### src/rtl/pipeline_hazard_ctrl_pkg.sv
// pipeline_hazard_ctrl_pkg: FSM states, halt opcode and forward-select encodings
package pipeline_hazard_ctrl_pkg;
  typedef enum logic [1:0] {ST_RUN = 2'd0, ST_DRAIN = 2'd1, ST_DONE = 2'd2} state_t;
  localparam logic [6:0] OPC_HALT  = 7'b1111111;
  localparam logic [1:0] FWD_RF    = 2'b00;
  localparam logic [1:0] FWD_EXMEM = 2'b10;
  localparam logic [1:0] FWD_MEMWB = 2'b01;
endpackage

### src/rtl/pipeline_hazard_ctrl_if.sv
// pipeline_hazard_ctrl_if: pipeline-register view in, stage controls and perf counters out
interface pipeline_hazard_ctrl_if #(parameter int REG_AW = 5, parameter int CNT_W = 16);
  logic [6:0]        ifid_opcode;
  logic [REG_AW-1:0] ifid_rs1, ifid_rs2, idex_rs1, idex_rs2, idex_rd, exmem_rd, memwb_rd;
  logic              ifid_use_rs1, ifid_use_rs2, ifid_branch, branch_taken;
  logic              idex_regwrite, idex_memread, exmem_regwrite, exmem_memread, memwb_regwrite;
  logic              pc_write, ifid_write, idex_bubble, ifid_flush, halted;
  logic [1:0]        forward_a, forward_b;
  logic [CNT_W-1:0]  stall_cnt, flush_cnt;
  modport master (
    output ifid_opcode, ifid_rs1, ifid_rs2, ifid_use_rs1, ifid_use_rs2, ifid_branch, branch_taken,
           idex_rs1, idex_rs2, idex_rd, idex_regwrite, idex_memread,
           exmem_rd, exmem_regwrite, exmem_memread, memwb_rd, memwb_regwrite,
    input  pc_write, ifid_write, idex_bubble, ifid_flush, forward_a, forward_b, halted,
           stall_cnt, flush_cnt
  );
  modport slave (
    input  ifid_opcode, ifid_rs1, ifid_rs2, ifid_use_rs1, ifid_use_rs2, ifid_branch, branch_taken,
           idex_rs1, idex_rs2, idex_rd, idex_regwrite, idex_memread,
           exmem_rd, exmem_regwrite, exmem_memread, memwb_rd, memwb_regwrite,
    output pc_write, ifid_write, idex_bubble, ifid_flush, forward_a, forward_b, halted,
           stall_cnt, flush_cnt
  );
endinterface

### src/rtl/pipeline_hazard_ctrl_hazard_fwd_unit.sv
// hazard_fwd_unit: combinational load-use/branch hazard detection and EX forwarding selects
module hazard_fwd_unit
  import pipeline_hazard_ctrl_pkg::*;
#(parameter int REG_AW = 5) (
  input  logic [REG_AW-1:0] ifid_rs1, ifid_rs2, idex_rs1, idex_rs2, idex_rd, exmem_rd, memwb_rd,
  input  logic              ifid_use_rs1, ifid_use_rs2, ifid_branch,
  input  logic              idex_regwrite, idex_memread, exmem_regwrite, exmem_memread, memwb_regwrite,
  output logic              stall,
  output logic [1:0]        fwd_a, fwd_b
);
  function automatic logic hit(input logic [REG_AW-1:0] x, rd, input logic we);
    return we && rd != '0 && rd == x;
  endfunction
  logic load_use, br_haz;
  always_comb begin
    load_use = idex_memread && ((ifid_use_rs1 && hit(ifid_rs1, idex_rd, 1'b1)) ||
                                (ifid_use_rs2 && hit(ifid_rs2, idex_rd, 1'b1)));
    // branches compare in ID, so they also wait on EX results and on loads still in MEM
    br_haz = ifid_branch &&
             ((ifid_use_rs1 && (hit(ifid_rs1, idex_rd, idex_regwrite) || hit(ifid_rs1, exmem_rd, exmem_memread))) ||
              (ifid_use_rs2 && (hit(ifid_rs2, idex_rd, idex_regwrite) || hit(ifid_rs2, exmem_rd, exmem_memread))));
    stall = load_use || br_haz;
    fwd_a = hit(idex_rs1, exmem_rd, exmem_regwrite) ? FWD_EXMEM :
            hit(idex_rs1, memwb_rd, memwb_regwrite) ? FWD_MEMWB : FWD_RF;
    fwd_b = hit(idex_rs2, exmem_rd, exmem_regwrite) ? FWD_EXMEM :
            hit(idex_rs2, memwb_rd, memwb_regwrite) ? FWD_MEMWB : FWD_RF;
  end
endmodule

### src/rtl/pipeline_hazard_ctrl.sv
// pipeline_hazard_ctrl: stall/flush/halt-drain sequencing and saturating perf counters
module pipeline_hazard_ctrl
  import pipeline_hazard_ctrl_pkg::*;
#(parameter int REG_AW = 5, parameter int DRAIN_CYCLES = 3, parameter int CNT_W = 16) (
  input logic                  clk,
  input logic                  reset,
  pipeline_hazard_ctrl_if.slave bus
);
  localparam int DW = $clog2(DRAIN_CYCLES + 1);
  state_t           state_q, state_d;
  logic [DW-1:0]    drain_q, drain_d;
  logic [CNT_W-1:0] stall_cnt_q, stall_cnt_d, flush_cnt_q, flush_cnt_d;
  logic             stall, run, flush_go, halt_go;
  logic [1:0]       fwd_a, fwd_b;
  hazard_fwd_unit #(.REG_AW(REG_AW)) u_hfu (
    .ifid_rs1(bus.ifid_rs1), .ifid_rs2(bus.ifid_rs2), .idex_rs1(bus.idex_rs1), .idex_rs2(bus.idex_rs2),
    .idex_rd(bus.idex_rd), .exmem_rd(bus.exmem_rd), .memwb_rd(bus.memwb_rd),
    .ifid_use_rs1(bus.ifid_use_rs1), .ifid_use_rs2(bus.ifid_use_rs2), .ifid_branch(bus.ifid_branch),
    .idex_regwrite(bus.idex_regwrite), .idex_memread(bus.idex_memread),
    .exmem_regwrite(bus.exmem_regwrite), .exmem_memread(bus.exmem_memread),
    .memwb_regwrite(bus.memwb_regwrite), .stall(stall), .fwd_a(fwd_a), .fwd_b(fwd_b)
  );
  always_ff @(posedge clk or negedge reset) begin
    if (!reset) begin
      state_q     <= ST_RUN;
      drain_q     <= '0;
      stall_cnt_q <= '0;
      flush_cnt_q <= '0;
    end else begin
      state_q     <= state_d;
      drain_q     <= drain_d;
      stall_cnt_q <= stall_cnt_d;
      flush_cnt_q <= flush_cnt_d;
    end
  end
  always_comb begin
    run         = state_q == ST_RUN;
    flush_go    = run && !stall && bus.ifid_branch && bus.branch_taken;
    halt_go     = run && !stall && !flush_go && bus.ifid_opcode == OPC_HALT;
    state_d     = halt_go ? ST_DRAIN : (state_q == ST_DRAIN && drain_q == '0) ? ST_DONE : state_q;
    drain_d     = halt_go ? DW'(DRAIN_CYCLES - 1) :
                  (state_q == ST_DRAIN && drain_q != '0) ? drain_q - DW'(1) : drain_q;
    stall_cnt_d = (run && stall && stall_cnt_q != '1) ? stall_cnt_q + CNT_W'(1) : stall_cnt_q;
    flush_cnt_d = (flush_go && flush_cnt_q != '1) ? flush_cnt_q + CNT_W'(1) : flush_cnt_q;
  end
  // outputs are forced to their idle values combinationally while reset is held low
  always_comb begin
    bus.pc_write    = !reset || (run && !stall);
    bus.ifid_write  = !reset || (run && !stall);
    bus.idex_bubble = !reset || !run || stall || halt_go;
    bus.ifid_flush  = reset && flush_go;
    bus.forward_a   = reset ? fwd_a : FWD_RF;
    bus.forward_b   = reset ? fwd_b : FWD_RF;
    bus.halted      = state_q == ST_DONE;
    bus.stall_cnt   = stall_cnt_q;
    bus.flush_cnt   = flush_cnt_q;
  end
endmodule
### src/flat_wrapper.sv
// flat-port wrapper written by rule: the top's interface ports become plain ports
module pipeline_hazard_ctrl_flat import pipeline_hazard_ctrl_pkg::*;
#(parameter int REG_AW = 5, parameter int DRAIN_CYCLES = 3, parameter int CNT_W = 16)
  (clk, reset, bus_ifid_opcode, bus_ifid_rs1, bus_ifid_rs2, bus_ifid_use_rs1, bus_ifid_use_rs2, bus_ifid_branch, bus_branch_taken, bus_idex_rs1, bus_idex_rs2, bus_idex_rd, bus_idex_regwrite, bus_idex_memread, bus_exmem_rd, bus_exmem_regwrite, bus_exmem_memread, bus_memwb_rd, bus_memwb_regwrite, bus_pc_write, bus_ifid_write, bus_idex_bubble, bus_ifid_flush, bus_forward_a, bus_forward_b, bus_halted, bus_stall_cnt, bus_flush_cnt);
  pipeline_hazard_ctrl_if #(.REG_AW(REG_AW), .CNT_W(CNT_W)) bus_i ();
  input logic clk;
  input logic reset;
  input wire logic [$bits(bus_i.ifid_opcode)-1:0] bus_ifid_opcode;
  input wire logic [$bits(bus_i.ifid_rs1)-1:0] bus_ifid_rs1;
  input wire logic [$bits(bus_i.ifid_rs2)-1:0] bus_ifid_rs2;
  input wire logic [$bits(bus_i.ifid_use_rs1)-1:0] bus_ifid_use_rs1;
  input wire logic [$bits(bus_i.ifid_use_rs2)-1:0] bus_ifid_use_rs2;
  input wire logic [$bits(bus_i.ifid_branch)-1:0] bus_ifid_branch;
  input wire logic [$bits(bus_i.branch_taken)-1:0] bus_branch_taken;
  input wire logic [$bits(bus_i.idex_rs1)-1:0] bus_idex_rs1;
  input wire logic [$bits(bus_i.idex_rs2)-1:0] bus_idex_rs2;
  input wire logic [$bits(bus_i.idex_rd)-1:0] bus_idex_rd;
  input wire logic [$bits(bus_i.idex_regwrite)-1:0] bus_idex_regwrite;
  input wire logic [$bits(bus_i.idex_memread)-1:0] bus_idex_memread;
  input wire logic [$bits(bus_i.exmem_rd)-1:0] bus_exmem_rd;
  input wire logic [$bits(bus_i.exmem_regwrite)-1:0] bus_exmem_regwrite;
  input wire logic [$bits(bus_i.exmem_memread)-1:0] bus_exmem_memread;
  input wire logic [$bits(bus_i.memwb_rd)-1:0] bus_memwb_rd;
  input wire logic [$bits(bus_i.memwb_regwrite)-1:0] bus_memwb_regwrite;
  output wire logic [$bits(bus_i.pc_write)-1:0] bus_pc_write;
  output wire logic [$bits(bus_i.ifid_write)-1:0] bus_ifid_write;
  output wire logic [$bits(bus_i.idex_bubble)-1:0] bus_idex_bubble;
  output wire logic [$bits(bus_i.ifid_flush)-1:0] bus_ifid_flush;
  output wire logic [$bits(bus_i.forward_a)-1:0] bus_forward_a;
  output wire logic [$bits(bus_i.forward_b)-1:0] bus_forward_b;
  output wire logic [$bits(bus_i.halted)-1:0] bus_halted;
  output wire logic [$bits(bus_i.stall_cnt)-1:0] bus_stall_cnt;
  output wire logic [$bits(bus_i.flush_cnt)-1:0] bus_flush_cnt;
  assign bus_i.ifid_opcode = bus_ifid_opcode;
  assign bus_i.ifid_rs1 = bus_ifid_rs1;
  assign bus_i.ifid_rs2 = bus_ifid_rs2;
  assign bus_i.ifid_use_rs1 = bus_ifid_use_rs1;
  assign bus_i.ifid_use_rs2 = bus_ifid_use_rs2;
  assign bus_i.ifid_branch = bus_ifid_branch;
  assign bus_i.branch_taken = bus_branch_taken;
  assign bus_i.idex_rs1 = bus_idex_rs1;
  assign bus_i.idex_rs2 = bus_idex_rs2;
  assign bus_i.idex_rd = bus_idex_rd;
  assign bus_i.idex_regwrite = bus_idex_regwrite;
  assign bus_i.idex_memread = bus_idex_memread;
  assign bus_i.exmem_rd = bus_exmem_rd;
  assign bus_i.exmem_regwrite = bus_exmem_regwrite;
  assign bus_i.exmem_memread = bus_exmem_memread;
  assign bus_i.memwb_rd = bus_memwb_rd;
  assign bus_i.memwb_regwrite = bus_memwb_regwrite;
  assign bus_pc_write = bus_i.pc_write;
  assign bus_ifid_write = bus_i.ifid_write;
  assign bus_idex_bubble = bus_i.idex_bubble;
  assign bus_ifid_flush = bus_i.ifid_flush;
  assign bus_forward_a = bus_i.forward_a;
  assign bus_forward_b = bus_i.forward_b;
  assign bus_halted = bus_i.halted;
  assign bus_stall_cnt = bus_i.stall_cnt;
  assign bus_flush_cnt = bus_i.flush_cnt;
  pipeline_hazard_ctrl #(.REG_AW(REG_AW), .DRAIN_CYCLES(DRAIN_CYCLES), .CNT_W(CNT_W)) u_core (.clk(clk), .reset(reset), .bus(bus_i));
endmodule
### config.mk
export PLATFORM = sky130hd
export DESIGN_NAME = pipeline_hazard_ctrl_flat
export DESIGN_NICKNAME = d
export VERILOG_FILES = /design/src/rtl/pipeline_hazard_ctrl_pkg.sv /design/src/rtl/pipeline_hazard_ctrl_if.sv /design/src/rtl/pipeline_hazard_ctrl_hazard_fwd_unit.sv /design/src/rtl/pipeline_hazard_ctrl.sv /design/src/flat_wrapper.sv
export SDC_FILE = /design/constraint.sdc
export NUM_CORES = 1
export LEC_CHECK = 0
export ABC_CLOCK_PERIOD_IN_PS = 4200
export CORE_MARGIN = 2
export CORE_UTILIZATION = 30
export DETAILED_ROUTE_END_ITERATION = 16
export HOLD_SLACK_MARGIN = 0.08
export PLACE_DENSITY = 0.54
export SYNTH_ARGS = -nofsm -noshare
export SYNTH_HDL_FRONTEND = slang
export SYNTH_SLANG_ARGS = --single-unit
### constraint.sdc
create_clock -name clk -period 4.2 [get_ports clk]
set_input_delay 0.63 -clock clk [delete_from_list [all_inputs] [get_ports clk]]
set_output_delay 0.63 -clock clk [all_outputs]
set_load 0.05 [all_outputs]
==> impl_metrics.yaml, run 1 <==
sta:
  finalCritPeriodShare_pct: 88.6
  setup_violations: 0
  tns_ps: 0
  worst_slack_ps: 478
  fmax_mhz: 269
  worst_pin_slew_ps: 530
  rsz0062_at_grt: "false"
  fin_crit_ps: 3720
  clock-skew-final_ps: 4.72
  hold_viol_final: 0
  slew_headroom_pct: 64.5
  final_max_slew_viol_count: 0
cts:
  cts-resized-gates: 0
  cts_setup_buffers: 0
  cts_root_buffer: "clkbuf_8"
  cts_sinks: 36
  numCtsBuffers: 5
  cts_tree: "done"
  path_clk_slew_ps: 70
  ctsLongestPathBuffers: 2
  h-tree-depth: 2
  clock_latency_ps: 290
  ctsHoldBuffers: 0
floorplan:
  die_w_um: 94.1
  die_area_mm2: 0.00886
  rows: 32
  die_height_um: 94.1
  design.core.area_mm2: 0.00781
  ioPinCount: 94
  initial_core_util_pct: 31.2
setup_path:
  ff2ff_setup_slack_ps: 2060
  slowest_delay_ps: 870
  crit_path_cell_trace: "clkdlybuf4s50_1, nor3_2, nand2_1, and3_4, a22o_4, o21ai_0, clkdlybuf4s50_1"
  crit_slowest_cell: "clkdlybuf4s50_1"
  r2r_cells: 6
  cp.arrival_ps: 3090
  crit_path_frequent_cell: "clkdlybuf4s50_1"
  critical_path_required_ps: 3570
  r2r-start: "u_core.bus.stall_cnt[7]"
  startpoint_type: "input port"
  rr_endpoint: "u_core.bus.stall_cnt[1]"
  crit_type: "input port to output port"
  crit_fanout: 5
  cp-end-kind: "output port"
final_layout:
  nNetsFinal: 400
  layout-drive-gt1-share_pct: 6.96
  layout-area-overhead-vs-synth_pct: 45.4
  antenna_cells: 0
  nFillCells: 758
  fin_area_mm2: 0.00354
power_and_ir_drop:
  power_frac_seq_pct: 40.4
  power_switching_share_pct: 30.4
  power_density_mw_per_mm2: 266
  leakage_nw: 1.43
  p_switching_uw: 286
  power_uw: 943
  peakVddDrop_mv: 0.164
  clock_power_share_pct: 32.4
  pwr-share-comb_pct: 27.2
  intPower_uw: 657
route:
  routed_wl_um: 6800
  viasPerCell: 4.85
  first_pass_iters: 4
  ant_nets: 0
  wl_per_cell_um: 15.2
  drc: 0
  drtIter0Drc: 63
  vias: 2166
placement:
  place_ws_ps: 493
  gp_congestion: 0.812
  io_buffers: 93
  place_area_mm2: 0.00343
  hpwl_um: 5150
logic_synthesis:
  async_flop_share_pct: 100
  synth.distinct_cells: 40
  ys_seq_area_share_pct: 37.0
  syn_avg_cell_area_um2: 9.67
  ys.flop_type: "dfrtp_1"
  syn_area_mm2: 0.00244
  synth_edf_count: 0
  synth-seq-cells: 36
  syn_inst: 252
  yosys_warnings: 0
  syn_nets: 308
global_routing:
  grt_overflow: 0
  grt_first_pass_wirelength_um: 10600
  grt_max_degree: 42
  grt_pass1_vias: 2141
  grt_util_all_layers_pct: 15.3
  antenna_found_initial: 0
status:
  status: "finished clean"
run:
  drv_cap: 0
worst_hold_path:
  hp-class: "input port to asynchronous set/reset pin"
[placed cells by master, fill, tap and decap left out, drive strengths merged, types with 2 or more instances in the layout]
master and instances:
xnor2 47, nand4 13, inv 5, nor3 12
xor2 24, buf 4, o22ai 2, o21ai 2
nand3 21, mux2 2, o211ai 2, and4 3
nand3b 3, dfrtp 36, nor2 10, nor4 7
a21oi 3, or2 2, and3 13, clkbuf 6
clkdlybuf4s50 91, or4 2, and2 4, nand2 17
ha 3
[worst max-delay path by stage]
stage	startpoint	to	slack [ps]	cells after the start
3_5_place_dp	bus_exmem_rd[0]	bus_ifid_write	490	7
2_1_floorplan	bus_exmem_rd[1]	bus_pc_write	480	8
4_1_cts	bus_exmem_rd[1]	bus_ifid_write	470	7
6_report	bus_exmem_rd[0]	bus_ifid_write	480	7
3_3_place_gp	bus_exmem_rd[0]	bus_ifid_write	480	7
5_1_grt	bus_exmem_rd[0]	bus_ifid_write	370	7
[per-stage QoR]
step	cells	hold slack (ps)	util, %
global route	447	526	45.4
detailed placement	439	484	44.0
finish	447	497	45.4
floorplan	252	334	-
global placement	439	483	44.0
CTS	447	504	45.4
[synthesized netlist by cell type, types with 3 or more instances]
cell      number  area share [%]
xnor2_1       47              17
dfrtp_1       36              37
xor2_1        24             8.6
nand3_1       21             4.3
nand2_1       16             2.5
nand4_1       13             3.3
and3_1        12             3.1
nor3_1        11             2.3
nor2_1        10             1.5
buf_2          6             1.2
inv_1          5            0.77
and2_1         4             1.0
nor4_2         4             2.1
a21oi_1        3            0.62
and4_1         3             1.1
ha_1           3             1.5
nand3b_1       3            0.92
nor4_1         3            0.77
[critical path, delay by kind of cell]
family / cells / cell delay [ps]
compound gates: 2 / 530
buf+inv: 2 / 1410
simple gates: 3 / 520
[flip-flops by register name, indices dropped and copies added (netlist names)]
name and count:
u_core.state_q 2, u_core.bus.stall_cnt 16, u_core.drain_q 2, u_core.bus.flush_cnt 16
[power by group through the flow]
stage               registers [mW]  clock network (mW)  logic (mW)
floorplan                    0.431                   0      0.0998
global placement             0.388                   0       0.257
detailed placement           0.389                   0       0.257
CTS                          0.382               0.317       0.259
global route                 0.384               0.333       0.275
finish                       0.381               0.306       0.257
[logic make-up after synthesis]
family / after synthesis / share of synthesized area (%)
adder cells (fa/ha/maj): 3 / 1.54
flip-flops: 36 / 37.0
XOR/XNOR: 71 / 25.5
buffers and inverters: 15 / 3.54
AO/OA/AOI/OAI: 14 / 4.73
AND/OR/NAND/NOR: 111 / 26.8
multiplexers: 2 / 0.924
[layer usage]
layer	track usage (%)	part of all wire, %	vias to the layer above
li1	-	-	1065
met5	0	0	-
met2	22.3	41	90
met4	3.86	1.1	0
met1	22.6	50	1004
met3	3.45	8.1	7
[layout make-up]
class                           count  area, µm²  area share (%)
Multi-Input combinational cell    201       1450            40.9
Clock inverter                      2       35.0           0.989
Timing Repair Buffer               95        938            26.5
Tap cell                          102        128            3.60
Inverter                            5       18.8           0.530
Sequential cell                    36        901            25.4
Clock buffer                        6       72.6            2.05
Power figures use the tool's default switching activity.
==> run 2: changes to the inputs <==
- CORE_ASPECT_RATIO: unset -> 0.8
- CORE_MARGIN: 2 -> 1.5
- PLACE_DENSITY: 0.54 -> unset
- PLACE_DENSITY_LB_ADDON: unset -> 0.12
==> run 2 against run 1 <==
Register-to-register slack better by 40 ps. Combinational power hardly changed. Non-clock buffer count stayed put. Clock skew is 0.70 ps lower. Routed wire length is 5.1% lower. Cell count is 1.1% higher. Design area is 0.57% lower. Total power is 8.2% lower. First-iteration DRC count is 6.3% lower. Worst hold slack worse by 17 ps. Critical path depth is 1 higher. Sequential share of layout area is 0.14 points higher. Critical path type unchanged. Largest cell class unchanged.
==> impl_metrics.yaml, run 2 (synthesis gave the netlist of run 1 again) <==
status:
  status: "finished clean"
sta:
  rsz0062_at_grt: "false"
  final_max_slew_viol_count: 0
  worst_pin_slew_ps: 526
  fmax_mhz: 263
  fin_crit_ps: 3800
  finalCritPeriodShare_pct: 90.5
  hold_slack_ps: 481
  slew_headroom_pct: 64.8
  hold_viol_final: 0
  tns_ps: 0
  clock-skew-final_ps: 4.03
  setup_violations: 0
floorplan:
  ioPinCount: 94
  rows: 29
  die_w_um: 104
  initial_core_util_pct: 30.8
  design.core.area_mm2: 0.00791
  die_height_um: 83.6
  die_area_mm2: 0.00867
global_routing:
  grt_first_pass_wirelength_um: 10500
  grt_max_degree: 42
  grt_util_all_layers_pct: 14.9
  antenna_found_initial: 0
  grt_pass1_vias: 2035
  grt_overflow: 0
placement:
  hpwl_um: 4970
  gp_congestion: 0.779
  io_buffers: 93
route:
  drc: 0
  ant_nets: 0
  vias: 2080
  routed_wl_um: 6450
  first_pass_iters: 4
  drtIter0Drc: 59
  viasPerCell: 4.60
  wl_per_cell_um: 14.3
cts:
  cts_setup_buffers: 0
  ctsLongestPathBuffers: 2
  cts_sinks: 36
  cts-resized-gates: 0
  h-tree-depth: 2
  path_clk_slew_ps: 70
  cts_root_buffer: "clkbuf_8"
  clock_latency_ps: 280
  cts_tree: "done"
  ctsHoldBuffers: 0
  numCtsBuffers: 5
final_layout:
  layout_commonest_cell: "clkdlybuf4s50_1"
  nNetsFinal: 400
  nFillCells: 801
  antenna_cells: 0
  layout-drive-gt1-share_pct: 6.40
  multi_input_area_mm2: 0.00145
  final_cell_mix: "92 x clkdlybuf4s50_1, 47 x xnor2_1, 36 x dfrtp_1"
  seqCellArea_um2: 901
  layout-area-overhead-vs-synth_pct: 44.6
power_and_ir_drop:
  leakage_nw: 1.41
  peakVddDrop_mv: 0.107
  power_density_mw_per_mm2: 246
setup_path:
  crit_type: "input port to output port"
  critical_path_required_ps: 3570
  cp.arrival_ps: 3170
  cp-end-kind: "output port"
  slowest_delay_ps: 800
  crit_fanout: 18
  crit_path_cell_trace: "clkdlybuf4s50_1, nor3_2, nand2_1, and3_4, a22o_4, nor2_1, and3_1, clkdlybuf4s50_1"
  crit_path_frequent_cell: "clkdlybuf4s50_1"
  ff2ff_setup_slack_ps: 2100
  crit_slowest_cell: "clkdlybuf4s50_1"
  startpoint_type: "input port"
worst_hold_path:
  hp-class: "input port to asynchronous set/reset pin"
run:
  drv_cap: 0
[run 2: metrics by stage]
step / instances / total power, mW / instance area, µm² / util, % / setup WS (ps)
6_report: 452 / 0.866 / 3520 / 44.5 / 400
4_1_cts: 452 / 0.882 / 3520 / 44.5 / 379
3_5_place_dp: 445 / 0.646 / 3440 / 43.5 / 378
5_1_grt: 452 / 0.916 / 3520 / 44.5 / 265
3_3_place_gp: 445 / 0.643 / 3440 / 43.5 / 426
2_1_floorplan: 252 / 0.530 / 2440 / - / 482
[run 2: power breakdown]
| part | internal (mW) | switching [mW] |
|---|---|---|
| Clock | 0.113 | 0.116 |
| Sequential | 0.364 | 0.0176 |
| Combinational | 0.117 | 0.138 |
[run 2: layout make-up]
class                           count  area share, %
Clock buffer                        6           2.06
Clock inverter                      1          0.142
Inverter                            5          0.533
Multi-Input combinational cell    201           41.1
Sequential cell                    36           25.6
Tap cell                          108           3.84
Timing Repair Buffer               95           26.7
[run 2: worst max-delay path: cells and delay by family]
family / cells / cell delay (ps)
AOI/OAI and AO/OA: 1 / 300
buffers and inverters: 2 / 1360
and+or+nand+nor: 5 / 870
[run 2: final timing paths]
kind / depth (start not counted) / from / end
worst min register to register: 1 / u_core.bus.flush_cnt[9] / u_core.bus.flush_cnt[9]
min in group clk: 1 / u_core.bus.flush_cnt[9] / u_core.bus.flush_cnt[9]
worst max-delay path: 8 / bus_exmem_rd[0] / bus_ifid_flush
worst min-delay path: 2 / reset / u_core.drain_q[0]
worst max register to register: 6 / u_core.bus.stall_cnt[7] / u_core.bus.stall_cnt[1]
max in group asynchronous: 2 / reset / u_core.bus.stall_cnt[14]
[run 2: per-layer routing]
layer | part of all wire (%) | vias up | GRT usage (%)
met5 | 0 | - | 0
met4 | 0.29 | 0 | 2.65
met3 | 5.1 | 2 | 3.67
met2 | 42 | 53 | 22.0
met1 | 53 | 958 | 22.3
li1 | - | 1067 | -
